===== src/rtl/pipe_pkg.sv =====
// Shared definitions for the pipeline skid stage: state encoding and handshake helpers.
package pipe_pkg;

  // Encoding is {skid_valid, out_valid}; 2'b10 is unreachable.
  typedef enum logic [1:0] {
    ST_EMPTY = 2'b00,
    ST_ONE   = 2'b01,
    ST_TWO   = 2'b11
  } pipe_state_t;

  localparam logic HS_IDLE = 1'b0;
  localparam logic HS_XFER = 1'b1;

  function automatic logic pipe_xfer(input logic valid, input logic ready);
    return (valid & ready) ? HS_XFER : HS_IDLE;
  endfunction

endpackage


===== src/rtl/pipe_data_hold.sv =====
// N-bit data holding register: async active-low reset, synchronous clear, load enable.
module pipe_data_hold #(
  parameter int unsigned     N         = 32,
  parameter logic [N-1:0]    RST_VALUE = '0
) (
  input  logic         clk,
  input  logic         reset,
  input  logic         clear,
  input  logic         load,
  input  logic [N-1:0] d,
  output logic [N-1:0] q
);

  always_ff @(posedge clk or negedge reset) begin
    if (!reset)     q <= RST_VALUE;
    else if (clear) q <= RST_VALUE;
    else if (load)  q <= d;
  end

endmodule


===== src/rtl/pipe_skid_reg.sv =====
// Backpressure-aware pipeline stage with one skid word; in_ready is a pure flop output.
module pipe_skid_reg
  import pipe_pkg::*;
#(
  parameter int unsigned  N         = 32,
  parameter logic [N-1:0] RST_VALUE = '0
) (
  input  logic         clk,
  input  logic         reset,
  input  logic         flush,
  input  logic         in_valid,
  output logic         in_ready,
  input  logic [N-1:0] in_data,
  output logic         out_valid,
  input  logic         out_ready,
  output logic [N-1:0] out_data
);

  pipe_state_t state, state_n;
  logic        in_ready_q;
  logic        in_xfer, out_xfer;
  logic        out_load, skid_load;
  logic [N-1:0] out_d, skid_q;

  assign in_ready  = in_ready_q;
  assign out_valid = state[0];
  assign in_xfer   = pipe_xfer(in_valid, in_ready_q);
  assign out_xfer  = pipe_xfer(state[0], out_ready);
  // In TWO the only legal load of out_data is the skid word.
  assign out_d     = (state == ST_TWO) ? skid_q : in_data;

  always_comb begin
    state_n   = state;
    out_load  = 1'b0;
    skid_load = 1'b0;
    case (state)
      ST_EMPTY: begin
        if (in_xfer) begin
          out_load = 1'b1;
          state_n  = ST_ONE;
        end
      end
      ST_ONE: begin
        if (in_xfer && out_xfer) begin
          out_load = 1'b1;
        end else if (in_xfer) begin
          skid_load = 1'b1;
          state_n   = ST_TWO;
        end else if (out_xfer) begin
          state_n = ST_EMPTY;
        end
      end
      ST_TWO: begin
        if (out_xfer) begin
          out_load = 1'b1;
          state_n  = ST_ONE;
        end
      end
      default: state_n = ST_EMPTY;
    endcase
    if (flush) state_n = ST_EMPTY;
  end

  always_ff @(posedge clk or negedge reset) begin
    if (!reset) begin
      state      <= ST_EMPTY;
      in_ready_q <= 1'b1;
    end else begin
      state      <= state_n;
      in_ready_q <= ~state_n[1];
    end
  end

  pipe_data_hold #(.N(N), .RST_VALUE(RST_VALUE)) u_out_hold (
    .clk   (clk),
    .reset (reset),
    .clear (flush),
    .load  (out_load),
    .d     (out_d),
    .q     (out_data)
  );

  pipe_data_hold #(.N(N), .RST_VALUE(RST_VALUE)) u_skid_hold (
    .clk   (clk),
    .reset (reset),
    .clear (flush),
    .load  (skid_load),
    .d     (in_data),
    .q     (skid_q)
  );

endmodule


===== config.mk =====
export PLATFORM = sky130hd
export DESIGN_NAME = pipe_skid_reg
export DESIGN_NICKNAME = d
export VERILOG_FILES = /design/src/rtl/pipe_pkg.sv /design/src/rtl/pipe_data_hold.sv /design/src/rtl/pipe_skid_reg.sv
export SDC_FILE = /design/constraint.sdc
export NUM_CORES = 1
export LEC_CHECK = 0
export CORE_ASPECT_RATIO = 1.5
export CORE_UTILIZATION = 25
export CTS_CLUSTER_DIAMETER = 40
export DETAILED_ROUTE_END_ITERATION = 6
export PLACE_DENSITY = 0.5
export SLEW_MARGIN = 20
export SYNTH_ARGS = -nofsm -noshare
export SYNTH_HDL_FRONTEND = slang
export SYNTH_SLANG_ARGS = --single-unit

===== constraint.sdc =====
create_clock -name clk -period 1.9 [get_ports clk]
set_input_delay 0.38 -clock clk [delete_from_list [all_inputs] [get_ports clk]]
set_output_delay 0.38 -clock clk [all_outputs]
set_load 0.02 [all_outputs]

Word level (Yosys, flattened, before mapping) --
Cells that the tools add are included.
Storage, ports and cells: bits in registers 67, bits of input ports 37, output and inout port bits 34, word-level logic and storage cells 39
Operators by class: equality and inequality tests 6, multiplexer cells 20, bitwise logic cells 3, reduce and logical (&&, ||, !) cells 5
Operator list (count):
- 2-to-1 mux 32 bit | 5
- 2-to-1 mux 2 bit | 6
- != test 3 bit (second input constant) | 3
- 2-to-1 mux 1 bit | 7
- case mux 2 bit (3 select lines) | 1
- != test 4 bit (second input constant) | 1
- AND reduction 4 bit | 1
- nonzero test 2 bit | 2
- case mux 1 bit (3 select lines) | 1
- bitwise AND 1 bit | 2
- == test 2 x 1 -> 1 bit (second input constant) | 1
- == test 2 bit (second input constant) | 1
- zero test 2 bit | 1
- logical AND 1 bit | 1
- inverter 1 bit | 1

Depth between registers and ports, before layout --
Gate-level depths: netlist of the first run.
word-level depth 8, depth in mapped cells 7, mapped depth without buffers 3

Cells and area by module --
A second synthesis of the first run with hierarchy kept.
Second synthesis, totals: cell total of the unflattened synthesis 257, area total of the unflattened synthesis 3306.9 µm²
Modules (own cells, without submodules):
- pipe_data_hold | times used 2, cells an instance 103, area an instance 1323.8 µm², sequential area each 800.8 µm²
- pipe_skid_reg | times used 1, cells an instance 51, area an instance 659.4 µm², sequential area each 76.3 µm²

Worst setup path after synthesis of the first run --
No wires, ideal clock.
path type reg2reg, start register state[0], end register u_out_hold.q[10], setup time 96 ps, arrival 1453 ps, data required time 1804 ps, setup slack 351 ps, stages on the path, launching flop included 8, buffers on the path 4, clock period less this slack 1549 ps, cell sequence dfrtp_1 buf_6 nand2b_4 buf_6 and3_1 buf_6 buf_6 a311oi_2
Between the ends: word-level cells in the longest chain between the ends 6, elaborated cells on any way between the ends 13, classes of those cells eq/ne (2); mux (7); bitwise (1); reduce/logical (3)
RTL lines:
- start, declared | line pipe_skid_reg.sv:19 | pipe_state_t state, state_n;
- start signal, assigned | line pipe_skid_reg.sv:69 | state <= state_n;
- bitwise AND 1 bit | line pipe_pkg.sv:15 | return (valid & ready) ? HS_XFER : HS_IDLE;
- 2-to-1 mux 1 bit | line pipe_pkg.sv:15
- logical AND 1 bit | line pipe_skid_reg.sv:44 | if (in_xfer && out_xfer) begin
- 2-to-1 mux 1 bit | line pipe_skid_reg.sv:44
- case mux 1 bit (3 select lines) | line pipe_skid_reg.sv:36 | case (state)
- nonzero test 2 bit (no source line)
- end signal, assigned | line pipe_data_hold.sv:15 | if (!reset) q <= RST_VALUE;
- end signal, assigned | line pipe_data_hold.sv:16 | else if (clear) q <= RST_VALUE;
- end signal, assigned | line pipe_data_hold.sv:17 | else if (load) q <= d;
- end, declared | line pipe_data_hold.sv:11 | output logic [N-1:0] q
Parallel ways exist; a longest one is shown, timed or not. The select of a mux whose other input is x is not followed. A chain may end at the register's enable or synchronous reset.

Worst setup path after layout of the first run --
start register state[0], end output out_valid
RTL lines:
- end, declared | line pipe_skid_reg.sv:14 | output logic out_valid,
No word-level cell between the ends.

==> impl_metrics.env, run 1 <==
export IMPL_num_rows=50
export IMPL_stdcell_area_um2=4450
export IMPL_drc=0
export IMPL_dp_slack_ps=-9.17
export IMPL_io_pins=71
export IMPL_synthTopCellsByArea="dfrtp_1 51%, a311oi_2 14%, a22o_1 8.7%"
export IMPL_area_growth_pct=38.8
export IMPL_rr_startpoint="state[0]"
export IMPL_synth_net_count=314
export IMPL_whs_path_depth=2
export IMPL_ys_seq_area_share_pct=52.3
export IMPL_grt_pass1_vias=2746
export IMPL_drive_above_1_share_pct=22.4
export IMPL_powerDensity_nw_per_um2=878
export IMPL_track_usage_pct=15.8
export IMPL_antenna_found_initial=0
export IMPL_cts_sinks=67
export IMPL_dpl_cell_count=492
export IMPL_setup_viol=0
export IMPL_dieWidth_um=94.5
export IMPL_drtPass1Iterations=4
export IMPL_finalHoldViolations=0
export IMPL_final_cells=509
export IMPL_cap_violations=0
export IMPL_critPathBufInv=1
export IMPL_reg2reg_slack_ps=330
export IMPL_cts_tree="done"
export IMPL_fmax_mhz=545
export IMPL_die_area_um2=13300
export IMPL_yosysTopAreaCellShare_pct=51.5
export IMPL_grt_start_max_net_pins=33
export IMPL_root_buffer="clkbuf_16"
export IMPL_synth_largest_area_cell="dfrtp_1"
export IMPL_die_y_um=141
export IMPL_worst_setup_path_end_kind="output port"
export IMPL_slew_headroom_pct=67.4
export IMPL_drt_total_wl_um=9720
export IMPL_netlist_area_um2=3210
export IMPL_ir_drop_uv=433
export IMPL_crit_path_top_delay_cell="clkdlybuf4s50_1"
export IMPL_leakage_nw=1.85
export IMPL_min_from="flush"
export IMPL_tightest_slew_ps=489
export IMPL_vias=2627
export IMPL_io_buffer_count=70
export IMPL_critPathArrivalTime_ps=1460
export IMPL_path_max_fanout=6
export IMPL_cp_start_kind="flop"
export IMPL_post_dp_hpwl_um=6380
export IMPL_n_antenna_cell=0
export IMPL_postCtsSetupRepairBufs=0
export IMPL_ys_seq_elements=67
export IMPL_min_period_over_period_pct=96.7
export IMPL_cts_made_buffers=9
export IMPL_nFillCells=1254
export IMPL_dpl_cell_area_um2=4150
export IMPL_ys_types=23
export IMPL_slew_viol_final=0
export IMPL_hold_path_class="input port to flop"
export IMPL_ant_nets=0
export IMPL_synthCells=277
export IMPL_critPathMaxStageDelay_ps=660
export IMPL_clkSlewWorstSetupHoldPaths_ps=60
export IMPL_post_route_min_period_ps=1840
export IMPL_yosys_warnings=0
export IMPL_cp_required_ps=1520
export IMPL_worst_slack_ps=63.6
export IMPL_routed_via_density=5.16
export IMPL_grt_remaining_overflow=0
export IMPL_final_nets=385
export IMPL_avgSynthCellArea_um2=11.6
export IMPL_rsz0062_at_grt="no"
export IMPL_clk_latency_ps=330
export IMPL_start_util_pct=25.7
export IMPL_crit_family="buffers and inverters"
export IMPL_status="complete, no violations"
export IMPL_rr_worst_depth=4
export IMPL_gp_congestion=0.735
export IMPL_grt_pass1_wl_um=15800
export IMPL_avgRoutedWirePerCell_um=19.1
export IMPL_htreeDepth=3
export IMPL_fin_skew_ps=6.06
export IMPL_coreArea_um2=12500
export IMPL_cts_max_path_buffers=2
export IMPL_reg2reg_to="u_out_hold.q[4]"
export IMPL_path_class="flop to output port"
export IMPL_first_iter_violations=133
export IMPL_crit_chain="clkdlybuf4s50_1"
export IMPL_hold_end="u_out_hold.q[28]"
export IMPL_hold_worst_slack_ps=440
worst max path at each step:
stage | start | end | slack, ps | depth (start not counted)
2_1_floorplan | state[0] | u_out_hold.q[10] | 350 | 7
3_3_place_gp | in_valid | u_out_hold.q[18] | 20 | 5
3_5_place_dp | in_valid | u_out_hold.q[6] | -9 | 5
4_1_cts | state[0] | out_valid | 50 | 1
5_1_grt | state[0] | out_valid | 20 | 1
6_report | state[0] | out_valid | 60 | 1
cells in the mapped netlist:
cell type	number
dfrtp_1	66
nand2_1	33
a22o_1	32
a31oi_1	32
nand3_1	32
a311oi_2	30
clkbuf_1	19
buf_2	10
buf_6	6
a21oi_1	2
a311oi_1	2
inv_1	2
a21o_1	1
and3_1	1
buf_4	1
dfstp_2	1
nand2b_1	1
nand2b_4	1
nand3b_4	1
nor3_2	1
o21ai_0	1
o21ba_2	1
or3_1	1
final cells by class:
| class | instances | area (µm²) | share of cell area [%] |
|---|---|---|---|
| clock buffer | 11 | 243 | 5.45 |
| timing repair buffer | 96 | 940 | 21.1 |
| sequential | 67 | 1680 | 37.7 |
| inverter | 2 | 7.51 | 0.169 |
| multi-input combinational | 172 | 1340 | 30.0 |
| clock inverter | 5 | 52.6 | 1.18 |
| tap | 156 | 195 | 4.38 |
routing by layer:
metal | routed length (µm) | track usage, % | vias up
li1 | - | - | 1217
met1 | 4210 | 20.5 | 1341
met2 | 5080 | 26.1 | 62
met3 | 330 | 3.02 | 7
met4 | 108 | 5.26 | 0
met5 | 0 | 0 | -
stage by stage:
step / TNS [ps] / util, % / power (W)
6_report: 0 / 35.6 / 0.00391
3_5_place_dp: -9.17 / 33.2 / 0.00228
3_3_place_gp: 0 / 33.2 / 0.00227
2_1_floorplan: 0 / - / 0.00193
5_1_grt: 0 / 35.6 / 0.00407
4_1_cts: 0 / 35.6 / 0.00396
cell families (layout without fill, tap and decap cells):
logic type             Yosys count  after routing  synth area share [%]
AO/OA/AOI/OAI                  101            101                  30.6
AND/OR/NAND/NOR                 71             71                  10.8
flip-flops                      67             67                  52.3
buffers and inverters           38            114                  6.35
flip-flops by register name, indices dropped and copies added (netlist names):
| name | cells |
|---|---|
| u_out_hold.q | 32 |
| u_skid_hold.q | 32 |
| state | 2 |
| in_ready | 1 |
what timing repair did:
action / 4_1_cts / 5_1_grt
endpoints found under the setup margin: 1 / 0
resized for setup: 1 / 0
hold endpoints to repair: 1 / 0
hold buffers: 1 / 0
power by group:
group | internal [W] | switching, W | total, W
Combinational | 0.000322 | 0.000364 | 0.000687
Sequential | 0.00151 | 0.0000553 | 0.00156
Clock | 0.00104 | 0.000618 | 0.00166
Total | 0.00287 | 0.00104 | 0.00391
cells in the final DEF, fill, tap and decap left out, types with 2 or more instances in the layout:
master / instances
inv_1: 2
a22o_1: 32
buf_4: 22
nand3_1: 32
a21oi_1: 2
clkbuf_16: 9
a311oi_2: 30
dfrtp_1: 66
clkinv_2: 3
buf_12: 4
a31oi_1: 32
clkdlybuf4s50_1: 67
a311oi_1: 2
nand2_1: 33
No activity file was read; power rests on OpenSTA's default activity.
==> run 2, diff against run 1 <==
--- a/config.mk
+++ b/config.mk
@@ -10,6 +10,7 @@
 export CTS_CLUSTER_DIAMETER = 40
 export DETAILED_ROUTE_END_ITERATION = 6
 export PLACE_DENSITY = 0.5
+export REMOVE_ABC_BUFFERS = 1
 export SLEW_MARGIN = 20
 export SYNTH_ARGS = -nofsm -noshare
 export SYNTH_HDL_FRONTEND = slang
==> impl_metrics.env, run 2 (synthesis results as in run 1) <==
export IMPL_wl_met1_um=4130
export IMPL_fin_util_pct=35.4
export IMPL_dp_slack_ps=-52.0
export IMPL_io_pins=71
export IMPL_n_antenna_cell=0
export IMPL_dpl_cell_area_um2=4120
export IMPL_die_area_um2=13300
export IMPL_cts_sinks=67
export IMPL_tightest_slew_ps=380
export IMPL_path_max_fanout=7
export IMPL_rr_startpoint="state[0]"
export IMPL_worst_slack_ps=60.4
export IMPL_min_period_over_period_pct=96.8
export IMPL_slew_viol_final=0
export IMPL_finalHoldViolations=0
export IMPL_crit_path_top_delay_cell="clkdlybuf4s50_1"
export IMPL_final_nets=380
export IMPL_drt_total_wl_um=10000
export IMPL_post_route_min_period_ps=1840
export IMPL_post_dp_hpwl_um=6360
export IMPL_rr_worst_depth=4
export IMPL_drtPass1Iterations=6
export IMPL_setup_viol=0
export IMPL_ir_drop_uv=387
export IMPL_reg2reg_to="u_out_hold.q[14]"
export IMPL_avgRoutedWirePerCell_um=19.9
export IMPL_total_power_w=0.00386
export IMPL_clkSlewWorstSetupHoldPaths_ps=50
export IMPL_critPathMaxStageDelay_ps=650
export IMPL_dieWidth_um=94.5
export IMPL_status="complete, no violations"
export IMPL_reg2reg_slack_ps=240
export IMPL_fmax_mhz=544
export IMPL_crit_start="state[0]"
export IMPL_top_regs="u_out_hold.q x32, u_skid_hold.q x32, state x2"
export IMPL_cts_max_path_buffers=2
export IMPL_area_growth_pct=37.9
export IMPL_io_buffer_count=70
export IMPL_final_common_cell="clkdlybuf4s50_1"
export IMPL_nFillCells=1262
export IMPL_hold_path_class="input port to flop"
export IMPL_cp_required_ps=1520
export IMPL_cts_made_buffers=9
export IMPL_crit_chain="clkdlybuf4s50_1"
export IMPL_cp_start_kind="flop"
export IMPL_critPathArrivalTime_ps=1460
export IMPL_crit_family="buffers and inverters"
export IMPL_postCtsSetupRepairBufs=0
export IMPL_grt_pass1_wl_um=15900
export IMPL_root_buffer="clkbuf_16"
export IMPL_drc=0
export IMPL_crit_end="out_valid"
export IMPL_critPathBufInv=1
export IMPL_gp_congestion=0.728
export IMPL_grt_start_max_net_pins=35
export IMPL_cts_tree="done"
export IMPL_worstSetupPathDepth=1
export IMPL_routed_via_density=5.39
export IMPL_layout_common_cells="67 x clkdlybuf4s50_1, 65 x dfrtp_1, 33 x nand2_1"
export IMPL_drive_above_1_share_pct=21.3
export IMPL_path_class="flop to output port"
export IMPL_met2WireLength_um=5190
export IMPL_topRoutingLayerUsed="met4"
export IMPL_die_y_um=141
export IMPL_rsz0062_at_grt="no"
export IMPL_antenna_found_initial=0
export IMPL_powerDensity_nw_per_um2=872
export IMPL_fin_skew_ps=3.37
export IMPL_coreArea_um2=12500
export IMPL_leakage_nw=1.83
export IMPL_regArea_um2=1680
export IMPL_grt_pass1_vias=2964
export IMPL_slew_headroom_pct=74.6
export IMPL_start_util_pct=25.7
export IMPL_wl_met3_um=482
export IMPL_htreeDepth=3
export IMPL_clk_latency_ps=330
export IMPL_track_usage_pct=15.9
export IMPL_num_rows=50
export IMPL_ant_nets=0
export IMPL_worst_setup_path_end_kind="output port"
export IMPL_multi_input_area_um2=1340
export IMPL_first_iter_violations=148
export IMPL_vias=2715
export IMPL_cap_violations=0
export IMPL_grt_remaining_overflow=0
export IMPL_stdcell_area_um2=4430
[run 2: report_power, final]
| part | total, W | switching, W | leakage [nW] | internal (W) |
|---|---|---|---|---|
| registers | 0.00156 | 0.0000570 | 0.897 | 0.00151 |
| logic | 0.000686 | 0.000370 | 0.791 | 0.000316 |
| clock network | 0.00161 | 0.000584 | 0.146 | 0.00102 |
| total | 0.00386 | 0.00101 | 1.83 | 0.00285 |
[run 2: worst min-delay path by stage]
stage | startpoint | end | slack, ps | cells after the start
after floorplan | reset | state[0] | 80 | 0
after global placement | reset | u_out_hold.q[29] | 310 | 1
after detailed placement | reset | u_out_hold.q[29] | 310 | 1
after CTS | flush | state[0] | 480 | 2
after global routing | flush | u_out_hold.q[6] | 480 | 2
final | flush | u_out_hold.q[6] | 480 | 2
[run 2: per-layer routing]
| layer | track usage, % | vias to the layer above |
|---|---|---|
| met3 | 2.91 | 14 |
| met5 | 0 | - |
| met1 | 20.1 | 1408 |
| met2 | 26.0 | 90 |
| met4 | 7.81 | 0 |
| li1 | - | 1203 |
[run 2: area by class of cell]
class	instances	share of cell area [%]
inverters	2	0.170
well taps	156	4.41
clock buffers	15	6.50
clock inverters	1	0.113
multi-input cells	172	30.2
repair buffers	91	20.7
flip-flops and latches	67	37.9
[run 2: what timing repair did]
action,in CTS,in global routing
setup endpoints to repair,2,0
hold buffers,1,0
resized for setup,2,0
hold endpoints to repair,21,0
[run 2: stage by stage]
| step | hold slack [ps] | setup TNS (ps) | cells |
|---|---|---|---|
| 2_1_floorplan | 84.4 | -81780 | 241 |
| 3_3_place_gp | 314 | 0 | 487 |
| 3_5_place_dp | 315 | -508 | 487 |
| 4_1_cts | 479 | 0 | 504 |
| 5_1_grt | 481 | 0 | 504 |
| 6_report | 483 | 0 | 504 |
